## src/rtl/ascon_pkg.sv

```systemverilog
// ascon_pkg -- shared types and constants for the Ascon-Hash256 controller.
//   ascon_word_t          : one 64-bit Ascon state word
//   ascon_state_t         : five state words, index 0 = rate word
//   ASCON_HASH_IV         : Ascon-Hash256 initial value for word 0
//   ASCON_HASH_IV_PRECOMP : p[12](IV || 0^256), used when ASCON_HASH_PRECOMP_IV_EN is defined
//   hash_state_e          : controller FSM states
//   ascon_pad_word()      : keep the first `bytes` bytes, insert the 0x01 pad byte after them
package ascon_pkg;

  typedef logic [63:0] ascon_word_t;
  typedef ascon_word_t [4:0] ascon_state_t;

  localparam ascon_word_t ASCON_HASH_IV = 64'h0000080100cc0002;

  localparam ascon_state_t ASCON_HASH_IV_PRECOMP = {
    64'h1a5c464906c5976d,
    64'h3c7fd4a4d56a4db3,
    64'hae65396c6b34b81a,
    64'h4bc3a01e333751d2,
    64'h9b1e5494e934d681
  };

  typedef enum logic [2:0] {
    IDLE, INIT_LOAD, INIT_PERM, ABSORB, ABS_PERM, PAD_PERM, SQ_OUT, SQ_PERM
  } hash_state_e;

  // Little-endian byte order: byte 0 sits in bits 7:0. A count of 8 means
  // a full block with no pad byte; the pad then goes in a separate block.
  function automatic ascon_word_t ascon_pad_word(ascon_word_t data, logic [3:0] bytes);
    ascon_word_t r;
    r = '0;
    for (int i = 0; i < 8; i++) begin
      if (i < int'(bytes))       r[8*i +: 8] = data[8*i +: 8];
      else if (i == int'(bytes)) r[8*i +: 8] = 8'h01;
    end
    return r;
  endfunction

endpackage

```

## src/rtl/ascon_hash_pad.sv

```systemverilog
// ascon_hash_pad -- combinational mask-and-pad of one message word.
//   i_data  : raw message word (byte 0 = bits 7:0)
//   i_bytes : number of valid bytes, 0..8
//   o_word  : valid bytes kept, rest zeroed, 0x01 at byte i_bytes when i_bytes < 8
module ascon_hash_pad
  import ascon_pkg::*;
(
  input  logic [63:0] i_data,
  input  logic [3:0]  i_bytes,
  output logic [63:0] o_word
);

  assign o_word = ascon_pad_word(i_data, i_bytes);

endmodule

```

## src/rtl/ascon_hash_ctrl.sv

```systemverilog
// ascon_hash_ctrl -- Ascon-Hash256 sequencer driving an external ascon_core.
//   clk, rst                    : clock, synchronous active-high reset
//   msg_*                       : message word stream (valid/ready, last, byte count)
//   digest_*                    : 4-word digest stream (valid/ready, last on 4th word)
//   busy_o                      : high outside IDLE
//   core_*_o / core_*_i         : state-word access and permutation control of ascon_core
// Build option: ASCON_HASH_PRECOMP_IV_EN loads the precomputed p[12](IV) state
// and skips the initial permutation; digests are identical in both builds.
module ascon_hash_ctrl
  import ascon_pkg::*;
(
  input  logic        clk,
  input  logic        rst,
  input  logic [63:0] msg_data_i,
  input  logic [3:0]  msg_bytes_i,
  input  logic        msg_last_i,
  input  logic        msg_valid_i,
  output logic        msg_ready_o,
  output logic [63:0] digest_o,
  output logic        digest_valid_o,
  output logic        digest_last_o,
  input  logic        digest_ready_i,
  output logic        busy_o,
  output logic        core_start_perm_o,
  output logic        core_round_config_o,
  output logic [2:0]  core_word_sel_o,
  output logic [63:0] core_data_o,
  output logic        core_write_en_o,
  output logic        core_xor_en_o,
  input  logic [63:0] core_data_i,
  input  logic        core_ready_i
);

  hash_state_e r_state, w_state_nxt;
  logic [2:0]  r_ld_cnt;
  logic [1:0]  r_sq_cnt;
  logic        r_entry;     // first cycle of a *_PERM state: start pulse, ready ignored
  logic        r_last;      // block being permuted was the final message transfer
  logic        r_pad;       // final transfer was a full word, extra pad block needed
  logic [63:0] w_pad_word;
  logic        w_perm_done;

  ascon_hash_pad u_pad (
    .i_data  (msg_data_i),
    .i_bytes (msg_bytes_i),
    .o_word  (w_pad_word)
  );

  function automatic logic is_perm(hash_state_e s);
    return s inside {INIT_PERM, ABS_PERM, PAD_PERM, SQ_PERM};
  endfunction

  // core_ready_i may still show the previous idle level during the start cycle.
  assign w_perm_done = !r_entry && core_ready_i;

  always_ff @(posedge clk) begin
    if (rst) begin
      r_state  <= IDLE;
      r_ld_cnt <= '0;
      r_sq_cnt <= '0;
      r_entry  <= 1'b0;
      r_last   <= 1'b0;
      r_pad    <= 1'b0;
    end else begin
      r_state <= w_state_nxt;
      r_entry <= (w_state_nxt != r_state) && is_perm(w_state_nxt);
      if (r_state == INIT_LOAD)
        r_ld_cnt <= (r_ld_cnt == 3'd4) ? 3'd0 : r_ld_cnt + 3'd1;
      if (r_state == ABSORB && msg_valid_i) begin
        r_last <= msg_last_i;
        r_pad  <= msg_last_i && (msg_bytes_i == 4'd8);
      end
      // Wraps 3 -> 0 on the final digest handshake.
      if (r_state == SQ_OUT && digest_ready_i)
        r_sq_cnt <= r_sq_cnt + 2'd1;
    end
  end

  always_comb begin
    w_state_nxt         = r_state;
    msg_ready_o         = 1'b0;
    digest_o            = '0;
    digest_valid_o      = 1'b0;
    digest_last_o       = 1'b0;
    busy_o              = (r_state != IDLE);
    core_start_perm_o   = r_entry;
    core_round_config_o = 1'b1;
    core_word_sel_o     = '0;
    core_data_o         = '0;
    core_write_en_o     = 1'b0;
    core_xor_en_o       = 1'b0;
    case (r_state)
      IDLE: begin
        if (msg_valid_i) w_state_nxt = INIT_LOAD;
      end
      INIT_LOAD: begin
        core_write_en_o = 1'b1;
        core_word_sel_o = r_ld_cnt;
`ifdef ASCON_HASH_PRECOMP_IV_EN
        core_data_o = ASCON_HASH_IV_PRECOMP[r_ld_cnt];
        if (r_ld_cnt == 3'd4) w_state_nxt = ABSORB;
`else
        core_data_o = (r_ld_cnt == 3'd0) ? ASCON_HASH_IV : 64'd0;
        if (r_ld_cnt == 3'd4) w_state_nxt = INIT_PERM;
`endif
      end
      INIT_PERM: begin
        if (w_perm_done) w_state_nxt = ABSORB;
      end
      ABSORB: begin
        msg_ready_o = 1'b1;
        if (msg_valid_i) begin
          core_xor_en_o = 1'b1;
          core_data_o   = w_pad_word;
          w_state_nxt   = ABS_PERM;
        end
      end
      ABS_PERM: begin
        if (w_perm_done) begin
          if (!r_last) begin
            w_state_nxt = ABSORB;
          end else if (r_pad) begin
            // Core is idle again: inject the lone pad block before PAD_PERM.
            core_xor_en_o = 1'b1;
            core_data_o   = 64'h1;
            w_state_nxt   = PAD_PERM;
          end else begin
            w_state_nxt = SQ_OUT;
          end
        end
      end
      PAD_PERM: begin
        if (w_perm_done) w_state_nxt = SQ_OUT;
      end
      SQ_OUT: begin
        digest_valid_o = 1'b1;
        digest_o       = core_data_i;
        digest_last_o  = (r_sq_cnt == 2'd3);
        if (digest_ready_i) w_state_nxt = (r_sq_cnt == 2'd3) ? IDLE : SQ_PERM;
      end
      SQ_PERM: begin
        if (w_perm_done) w_state_nxt = SQ_OUT;
      end
      default: w_state_nxt = IDLE;
    endcase
  end

endmodule

```

## config.mk

```make
export PLATFORM = sky130hd
export DESIGN_NAME = ascon_hash_ctrl
export DESIGN_NICKNAME = d
export VERILOG_FILES = /design/src/rtl/ascon_pkg.sv /design/src/rtl/ascon_hash_pad.sv /design/src/rtl/ascon_hash_ctrl.sv
export SDC_FILE = /design/constraint.sdc
export NUM_CORES = 1
export LEC_CHECK = 0
export CORE_AREA = 5 5 104 106
export DETAILED_ROUTE_END_ITERATION = 8
export DIE_AREA = 0 0 109 111
export DONT_BUFFER_PORTS = 1
export PLACE_DENSITY = 0.34
export SLEW_MARGIN = 5
export SYNTH_ARGS = -nofsm -noshare
export SYNTH_HDL_FRONTEND = slang
export SYNTH_SLANG_ARGS = --single-unit
```

## constraint.sdc

```tcl
create_clock -name clk -period 2.5 [get_ports clk]
set_clock_uncertainty 0.05 [all_clocks]
set_input_delay 0.75 -clock clk [delete_from_list [all_inputs] [get_ports clk]]
set_output_delay 0.75 -clock clk [all_outputs]
set_load 0.05 [all_outputs]
```

==> out/qor.txt <==
Netlist cell types -> 43
end of the critical path -> core_data_o[46]
fin worst setup slack -> 46.7 ps
cts bufs inserted -> 3
CP required -> 1700 ps
crit path kind -> flop to primary output
Placer Congestion -> 0.730
Area after DPL -> 3750 µm²
Cell Area, Synth -> 1730 µm²
register area -> 224 µm²
Detail Route Antenna Nets -> 0
share of cells above drive strength 1 -> 0.540
Final Cycle Share -> 0.981
final setup fails -> 0
first-pass GRT wire length -> 12900 µm
Clock Sinks -> 11
Post-synth EDFFs -> 0
worst slew pin tran -> 524 ps
met1 WL -> 3030 µm
Flop pwr share -> 0.353
CTS Buffer Depth -> 2
largest net degree at the start of global routing -> 51
Multi-input gate area -> 1720 µm²
Die W -> 109 µm
Remaining DRCs -> 0
P&R area growth vs syn -> 124%
drt wl/cell -> 18.3 µm
CTS tree -> done
number of DRC markers in iteration 0 -> 65
mux share of post-synthesis cell area -> 0.00578
post-synthesis cell count -> 262
post-route cell area -> 3870 µm²
number of fillers in the final layout -> 932
post-synth top area share -> 0.405
Post-synth top cells -> and2_1, nor2_1, a21oi_1, clkbuf_1, dfxtp_1
DR vias/cell -> 4.38
Routed WL -> 8770 µm
post-synthesis compound-gate area fraction -> 0.155
I/O Buffers -> 0
R2R Path Start -> r_state[0]$_SDFF_PP0_
combinational share of power -> 0.307
met2 WL post-DR -> 4820 µm
final hold vios -> 0
fmax -> 408 MHz
Synth Register Bits -> 11
initial core utilization -> 0.179
dpl cells -> 469
R2R Setup Slk -> 590 ps
sw frac -> 0.332
CTS Hold Bufs -> 0
DR vias -> 2100
Max Cap Viol -> 0
status -> finished clean
reg2reg end -> core_start_perm_o$_SDFF_PP0_
Startpoint Class -> flop
sequential area share after synthesis -> 0.127
detailed placer's ending HPWL -> 7870 µm
Final #Nets -> 488
Avg Cell Area, Syn -> 6.60 µm²
DR top layer -> met4
post-synthesis xor/xnor area fraction -> 0.0152
syn_nets -> 403
initial antenna violation count -> 0
PD cells -> 134 nW/µm²
crit-path max FO -> 8
final count of pins violating max slew -> 0
FF-to-FF path depth -> 6
post-synthesis simple-gate area fraction -> 0.614
design internal power -> 0.346 mW
top cells by area, synth -> and2_1, dfxtp_1, nor2_1
WL met3 -> 863 µm
Slew HR -> 0.651
H-tree Lvls -> 1
top-count cell post-synth -> and2_1
Clock power frac -> 0.340
diode count -> 0
Top Ports -> 277
Hold Path Depth -> 2
RSZ-0062 raised after global routing -> true
Synth area leader -> and2_1
Setup crit end kind -> primary output
Synth Flop Type -> dfxtp_1
Non-Filler Instances -> 479
Async S/R FF share, synth -> 0
Post-Synth Adder-Cell Area -> 0.0217
Hold WS -> 402 ps
Max IR drop VDD -> 146 µV
CORE AREA -> 9680 µm²
# rows -> 36
root buf cell -> clkbuf_8
CP startpoint -> r_state[1]$_SDFF_PP0_
Syn. warnings -> 0
largest family of logic cells by synthesized area -> simple AND/OR/NAND/NOR gates
Hold Path Class -> flop to flop
vias in the first global route -> 2246
drt pass-1 iters -> 4
GR Util All Layers -> 0.134
Reg clk slew, reported paths -> 50 ps
WP data arrival -> 1650 ps
switching power -> 0.172 mW
Clk Latency, worst-skew pair -> 230 ps
Static Leak -> 1.58 nW
GRT overflow -> 0
die area -> 12100 µm²
Power Total -> 0.518 mW
die height -> 111 µm
min Tclk post-route -> 2450 ps
Setup WS pre-CTS -> 18.0 ps
per-layer routing:
| layer | up-vias | GRT usage |
|---|---|---|
| met5 | - | 0 |
| li1 | 1016 | - |
| met1 | 954 | 0.143 |
| met2 | 124 | 0.263 |
| met4 | 0 | 0.0118 |
| met3 | 6 | 0.0384 |
final cells by class:
type / count / area share
Multi-Input combinational cell: 228 / 0.444
Clock buffer: 4 / 0.0116
Tap cell: 133 / 0.0429
Sequential cell: 11 / 0.0578
Inverter: 5 / 0.00484
Timing Repair Buffer: 98 / 0.438
power groups by stage:
| stage | Clock, mW | Sequential, mW | Combinational, mW |
|---|---|---|---|
| after global placement | 0 | 0.186 | 0.158 |
| after CTS | 0.186 | 0.183 | 0.161 |
| after global routing | 0.197 | 0.183 | 0.169 |
| after detailed placement | 0 | 0.186 | 0.159 |
| final | 0.176 | 0.183 | 0.159 |
| after floorplan | 0 | 0.185 | 0.133 |
state kept, by name (all words and copies together), names as in the netlist:
signal             cells
r_pad                  1
core_start_perm_o      1
r_state                3
r_ld_cnt               3
r_last                 1
r_sq_cnt               2
what timing repair did:
action,in CTS,in global routing
cloned,0,0
pin swaps,4,5
buffers inserted,5,1
resized for setup,3,3
setup endpoints to repair,24,25
through the flow:
step,utilization,setup TNS [ps]
after floorplan,-,-3190
after global placement,0.387,0
after detailed placement,0.387,0
after CTS,0.399,-13.1
after global routing,0.400,-606
final,0.400,0
logic make-up after synthesis:
logic type      after synthesis
compound gates               40
buf+inv                      23
simple gates                180
other cells                   1
xor+xnor                      3
fa+ha+maj                     3
flops                        11
mux                           1
cell usage in the layout (no fill, tap or decap), types with 4 or more instances in the layout:
master	count
buf_4	21
and2_2	8
and3_4	7
nand3_1	5
inv_1	4
dfxtp_1	8
nand2_1	8
o21a_4	4
a21o_4	5
buf_12	77
and2_4	35
a21oi_1	12
nor2_1	19
and2_1	69
nor2_4	5
critical path, stage by stage, from the launching register on:
cell and delay, ps:
dfxtp_2 330, inv_2 50, nor3b_4 220, nand2_4 140, buf_4 180, nor2_4 200
and2_4 290
how the worst min path moves through the flow:
stage                                         from                  endpoint
after floorplan           r_sq_cnt[1]$_SDFFE_PP0P_  r_sq_cnt[1]$_SDFFE_PP0P_
after detailed placement  r_sq_cnt[1]$_SDFFE_PP0P_  r_sq_cnt[1]$_SDFFE_PP0P_
after CTS                 r_sq_cnt[1]$_SDFFE_PP0P_  r_sq_cnt[1]$_SDFFE_PP0P_
final                     r_sq_cnt[1]$_SDFFE_PP0P_  r_sq_cnt[1]$_SDFFE_PP0P_
after global placement    r_sq_cnt[1]$_SDFFE_PP0P_  r_sq_cnt[1]$_SDFFE_PP0P_
after global routing      r_sq_cnt[1]$_SDFFE_PP0P_  r_sq_cnt[1]$_SDFFE_PP0P_
(Power assumes the default switching activity.)
